$ cat src/rtl/core_port_pkg.sv
// Shared constants and types for the adder core input/output port wrappers.
package core_port_pkg;

    localparam int DATA_W     = 32;
    localparam int NUM_PORTS  = 4;
    localparam int ADDR_W     = $clog2(NUM_PORTS);
    localparam int FIFO_DEPTH = 4;
    localparam int STAT_W     = 16;

    typedef logic [DATA_W-1:0] port_word_t;
    typedef logic [ADDR_W-1:0] port_addr_t;

    function automatic logic [NUM_PORTS-1:0] port_onehot(input port_addr_t addr);
        logic [NUM_PORTS-1:0] vec;
        vec = '0;
        vec[addr] = 1'b1;
        return vec;
    endfunction

endpackage

$ cat src/rtl/port_fifo.sv
// Single-clock FIFO of DEPTH words (power of two); push is ignored when full, pop when empty.
module port_fifo #(
    parameter int W     = 32,
    parameter int DEPTH = 4
) (
    input  logic         clock,
    input  logic         reset,
    input  logic         push,
    input  logic         pop,
    input  logic [W-1:0] wdata,
    output logic [W-1:0] head,
    output logic         full,
    output logic         empty
);

    localparam int PTR_W = $clog2(DEPTH);
    localparam int CNT_W = PTR_W + 1;

    logic [W-1:0]     mem [DEPTH];
    logic [PTR_W-1:0] wr_ptr;
    logic [PTR_W-1:0] rd_ptr;
    logic [CNT_W-1:0] count;
    logic             push_ok;
    logic             pop_ok;

    assign full    = (count == CNT_W'(DEPTH));
    assign empty   = (count == '0);
    assign push_ok = push && !full;
    assign pop_ok  = pop && !empty;
    assign head    = empty ? '0 : mem[rd_ptr];

    // Storage is not reset; an empty FIFO masks stale contents at the head.
    always_ff @(posedge clock) begin
        if (push_ok) begin
            mem[wr_ptr] <= wdata;
        end
    end

    always_ff @(posedge clock) begin
        if (reset) begin
            wr_ptr <= '0;
            rd_ptr <= '0;
            count  <= '0;
        end else begin
            if (push_ok) begin
                wr_ptr <= wr_ptr + PTR_W'(1);
            end
            if (pop_ok) begin
                rd_ptr <= rd_ptr + PTR_W'(1);
            end
            case ({push_ok, pop_ok})
                2'b10:   count <= count + CNT_W'(1);
                2'b01:   count <= count - CNT_W'(1);
                default: count <= count;
            endcase
        end
    end

endmodule

$ cat src/rtl/core_in_ports.sv
// Input port bank feeding the adder core: per-port FIFOs, head mux, falling-edge pop, rd_err.
// Optional per-port pop statistics when IN_PORT_STATS_EN is defined.
module core_in_ports
    import core_port_pkg::*;
#(
    parameter int DEPTH = FIFO_DEPTH
) (
    input  logic                        clock,
    input  logic                        reset,
    input  logic [NUM_PORTS-1:0]        net_valid,
    input  logic [NUM_PORTS*DATA_W-1:0] net_data,
    output logic [NUM_PORTS-1:0]        net_ready,
    input  port_addr_t                  in_addr,
    input  logic                        read,
    output logic [NUM_PORTS-1:0]        in_ready,
    output port_word_t                  data_in,
    output logic                        rd_err
`ifdef IN_PORT_STATS_EN
    ,
    input  port_addr_t                  stat_sel,
    output logic [STAT_W-1:0]           stat_count
`endif
);

    // Handshakes: a network word transfers on a clock where net_valid[p] and net_ready[p]
    // are both high, and the sender holds it otherwise. read is a level strobe; the word
    // on data_in is consumed on the clock where read falls, at the in_addr of that clock.

    port_word_t           head [NUM_PORTS];
    logic [NUM_PORTS-1:0] full;
    logic [NUM_PORTS-1:0] empty;
    logic [NUM_PORTS-1:0] pop_vec;
    logic                 read_q;
    logic                 pop_evt;

    assign pop_evt   = read_q && !read;
    assign pop_vec   = pop_evt ? port_onehot(in_addr) : '0;
    assign data_in   = head[in_addr];
    assign in_ready  = ~empty;
    assign net_ready = ~full;

    for (genvar p = 0; p < NUM_PORTS; p++) begin : g_port
        port_fifo #(
            .W     (DATA_W),
            .DEPTH (DEPTH)
        ) u_fifo (
            .clock (clock),
            .reset (reset),
            .push  (net_valid[p]),
            .pop   (pop_vec[p]),
            .wdata (net_data[p*DATA_W +: DATA_W]),
            .head  (head[p]),
            .full  (full[p]),
            .empty (empty[p])
        );
    end

    always_ff @(posedge clock) begin
        if (reset) begin
            read_q <= 1'b0;
            rd_err <= 1'b0;
        end else begin
            read_q <= read;
            if (pop_evt && empty[in_addr]) begin
                rd_err <= 1'b1;
            end
        end
    end

`ifdef IN_PORT_STATS_EN
    logic [STAT_W-1:0] pop_cnt [NUM_PORTS];

    assign stat_count = pop_cnt[stat_sel];

    // Counts only pops that removed a word, saturating at all ones.
    always_ff @(posedge clock) begin
        for (int p = 0; p < NUM_PORTS; p++) begin
            if (reset) begin
                pop_cnt[p] <= '0;
            end else if (pop_vec[p] && !empty[p] && (pop_cnt[p] != '1)) begin
                pop_cnt[p] <= pop_cnt[p] + STAT_W'(1);
            end
        end
    end
`endif

endmodule

$ cat config.mk
export PLATFORM = sky130hd
export DESIGN_NAME = core_in_ports
export DESIGN_NICKNAME = d
export VERILOG_FILES = /design/src/rtl/core_port_pkg.sv /design/src/rtl/port_fifo.sv /design/src/rtl/core_in_ports.sv
export SDC_FILE = /design/constraint.sdc
export NUM_CORES = 1
export LEC_CHECK = 0
export BUFFER_PORTS_ARGS = -buffer_cell sky130_fd_sc_hd__buf_2
export CAP_MARGIN = 10
export CORE_ASPECT_RATIO = 1.1
export CORE_UTILIZATION = 57
export CTS_CLUSTER_SIZE = 16
export DETAILED_ROUTE_END_ITERATION = 8
export PLACE_DENSITY = 0.8
export SYNTH_ARGS = -nofsm -noshare
export SYNTH_HDL_FRONTEND = slang
export SYNTH_SLANG_ARGS = --single-unit
$ cat constraint.sdc
create_clock -name clock -period 3.19 [get_ports clock]
set_input_delay 0.4785 -clock clock [delete_from_list [all_inputs] [get_ports clock]]
set_output_delay 0.4785 -clock clock [all_outputs]
set_load 0.02 [all_outputs]
==> impl_summary.txt <==
----------------------------------------------------
[Critical path]
  Category of the critical setup timing path ... flop to output port
  Worst endpoint data arrival time ... approximately 2.7 ns
  Crit-path cells ... buf_4, mux4_2, a32o_1, a221o_1, buf_2
  Max stage delay on crit path ... 0.44 ns
  Worst Setup Start Kind ... flop
  Required time of the critical path ... around 2.7 ns
  Critical register-to-register path startpoint ... g_port[1].u_fifo.count[2]$_SDFFE_PP0P_
  Slowest stage cell, crit path ... buf_4
  Crit path capture type ... output port
  Highest fanout seen on the critical path ... 32

[Outcome]
  Violated checks ... design-rule violations
  Result of the run ... finished, violations left

[CTS]
  H-tree level count ... 2
  Clock slew seen by the registers of the worst setup and hold paths ... 0.06 ns
  Clock tree from TritonCTS ... built
  Clock root buffer ... clkbuf_16
  Later-pin clock latency in the skew report ... roughly 0.57 ns
  CTS Sinks ... 550
  Buffers inserted by post-CTS timing repair ... 0
  Cts-stage hold buffer count ... 0
  Number of buffers inserted during clock tree synthesis ... 53
  Maximum buffer depth of the clock tree ... 3

[STA]
  Final count of negative-setup-slack endpoints ... 0
  Period Utilization, post-route ... 98.5%
  Clock period minus worst slack ... between 3 and 4 ns
  Unrepaired setup endpoints after global routing ... no
  Total negative setup slack ... 0 ns
  Total count of hold-check failures in the final report ... 0
  Min setup slack post-route ... about 0.048 ns
  Max Clk Rate ... 0.318 GHz
  Final slew viol count ... 0
  Worst max-slew margin expressed relative to the limit ... between 30% and 40%
  Largest clock skew in the final design ... 0.00991 ns
  Least-Margin Pin Slew ... about 0.96 ns

[Logic synthesis]
  Sequential cell area fraction in the yosys report ... between 70% and 80%
  Average footprint of a synthesized cell ... between 20 and 25 um2
  Number of enable-type register cells in the synthesized netlist ... about 500
  Yosys top cell area share ... between 70 and 80%
  Most common flop cell mapped by yosys ... edfxtp_1
  Share of flip-flops with an asynchronous set or reset after synthesis ... 0%
  Number of flip-flops and latches in the synthesized netlist ... between 500 and 600
  Cell accounting for the most synthesized area ... edfxtp_1
  Top cells by count, synth ... edfxtp_1, mux4_2, dfxtp_1
  Number of distinct library cells after synthesis ... 48
  Cell area after synthesis ... ~21000 um2
  Cells after synthesis ... between 900 and 1000
  Cell types occupying the most area after synthesis ... edfxtp_1, mux4_2, dfxtp_1, mux4_1, a221o_1
  Syn nets ... between 1000 and 1500
  Cell with the most instances after synthesis ... edfxtp_1
  Count of synthesis-stage warnings from yosys ... 0

[Detailed routing]
  Metal2 WL ... around 24 mm
  Antenna violation net count after detailed routing ... 0
  Drt via density ... roughly 6.2
  Routed length per instance ... around 27 um
  DRT Pass-1 Iters ... 7
  Routed length on met3 ... roughly 3.4 mm
  DRC errors left ... 2
  Post-Route WL ... about 46 mm
  Top Layer Used ... met5
  Via count ... roughly 11000
  Detailed-routing wirelength on met1 ... about 18 mm
  Starting DRT DRC Count ... between 900 and 1000

[Final layout]
  Share of final-layout standard cells stronger than drive strength 1 ... a little under a third
  Final-layout fill cell count ... about 2400
  Final nets ... 1353
  Number of standard cells in the final layout excluding fillers ... 1733
  Area Growth Syn to Fin ... 14.2%

[Pwr]
  Max VDD drop ... approximately 0.47 mV
  Power density over cell area ... slightly above 600 nW/um2
  Static power due to leakage ... roughly 0.0082 uW

[Floorplan]
  DIE WIDTH ... ~190 um
  Standard cell core area ... approximately 37000 um2
  Effective utilization at floorplan ... roughly 58%
  Vertical die dimension ... about 210 um
  Overall die area ... 38300 um2
  Number of top-level pins ... around 180
  Core Rows ... 74

[GRT]
  Global-route wire length before repair ... 67.6 mm
  Maximum number of pins on one net before global-route repair ... about 40
  Number of antenna violations at the first check in global routing ... 10
  Total grt overflow ... 0
  Number of global-route vias before repair ... about 11000
  GRT Util Overall ... approximately 24%

[Min path]
  Hold Startpoint ... net_data[110]
  Class of the worst hold path ... input pin to flop

[Placement]
  Number of buffers inserted by port buffering ... 177
  Weighted congestion reported at the end of routability-driven placement ... just over 0.8
  Worst setup slack before clock tree synthesis ... between 0.5 and 0.6 ns
  Inst Count DP ... approximately 1600
  Detailed placement HPWL ... roughly 28 mm

[Job]
  Max_cap viols ... 0

----------------------------------------------------
critical path: cells and delay by family (launching register included):
family | cells | cell delay, ns
flops | 1 | 0.33
compound gates | 2 | 0.71
buf+inv | 2 | 0.63
mux | 1 | 0.40
area by class of cell:
type | instances | area (um2) | share of cell area (%)
multi-input cells | 358 | 4840 | 19.8
repair buffers | 204 | 1140 | 4.66
clock inverters | 28 | 184 | 0.752
inverters | 25 | 93.8 | 0.384
diodes | 8 | 20.0 | 0.0819
well taps | 494 | 618 | 2.53
clock buffers | 66 | 1420 | 5.80
flip-flops and latches | 550 | 16100 | 66.0
per-stage QoR:
step / total power [uW] / util [%] / hold slack [ns] / instance area (um2)
floorplan: 8990 / - / 0.476 / 21400
global placement: 9400 / 61.6 / 0.492 / 22800
detailed placement: 9460 / 61.6 / 0.491 / 22800
CTS: 15200 / 66.0 / 0.0836 / 24400
global route: 15600 / 66.0 / 0.0890 / 24400
finish: 15100 / 66.0 / 0.115 / 24500
layer usage:
layer	vias up	track usage, %
li1	4616	-
met1	5563	31.4
met2	430	41.9
met3	81	5.71
met4	14	7.58
met5	-	0
cells in the final DEF, fill, tap and decap left out, types with 3 or more instances in the layout:
cell / Yosys / routed
buf_2: 9 / 177
a221o_1: 33 / 33
edfxtp_1: 512 / 512
inv_1: 24 / 24
o31ai_1: 3 / 3
clkbuf_1: 20 / 11
clkbuf_16: 0 / 55
mux4_2: 103 / 103
diode_2: 0 / 8
a32o_1: 32 / 32
or3b_1: 4 / 4
nor2_1: 21 / 19
nand2_1: 4 / 4
a21oi_1: 24 / 24
buf_4: 1 / 23
and3_2: 0 / 4
buf_12: 3 / 4
fa_1: 4 / 4
clkinv_1: 1 / 14
a21o_1: 8 / 8
nand2b_1: 3 / 3
or3_1: 6 / 6
dfxtp_1: 38 / 34
nor2b_1: 7 / 6
xor2_1: 8 / 8
mux4_1: 25 / 25
dfxtp_2: 0 / 3
o21ai_0: 5 / 5
ha_1: 20 / 20
and3_1: 16 / 12
or4_1: 3 / 3
nand3_1: 8 / 8
clkinv_2: 0 / 10
nor3_1: 4 / 4
where the power goes:
part           internal [uW]  switching, uW
combinational            382            659
clock                   3290           2520
sequential              8190           79.1
total                  11900           3260
cells by family (layout without fill, tap and decap cells):
kind of cell / after synthesis / in the layout / share of synthesized area, %
fa+ha+maj: 24 / 24 / 1.54
buf+inv: 82 / 323 / 2.07
other cells: 0 / 8 / 0
mux: 133 / 133 / 14.2
flops: 550 / 550 / 75.4
xor+xnor: 8 / 8 / 0.327
simple gates: 84 / 84 / 2.24
compound gates: 109 / 109 / 4.27
state kept, by name, indices dropped and copies added, names as in the netlist, named ones only:
signal / cells
read_q: 1
g_port.u_fifo.wr_ptr: 8
g_port.u_fifo.rd_ptr: 8
g_port.u_fifo.mem: 512
rd_err: 1
g_port.u_fifo.count: 12
worst paths after layout:
check / to / cells after the start / slack [ns]
worst min-delay path: g_port[3].u_fifo.mem[1][14]$_DFFE_PP_ / 1 / 0.12
worst max-delay path: data_in[19] / 5 / 0.05
worst min register to register: flop / 2 / 0.51
worst max register to register: g_port[1].u_fifo.count[2]$_SDFFE_PP0P_ / 8 / 0.84
repair_timing:
item / CTS / global route
resized for setup: 0 / 1
endpoints found under the setup margin: 0 / 6
endpoints found under the hold margin: 0 / 0
Power figures use the tool's default switching activity.
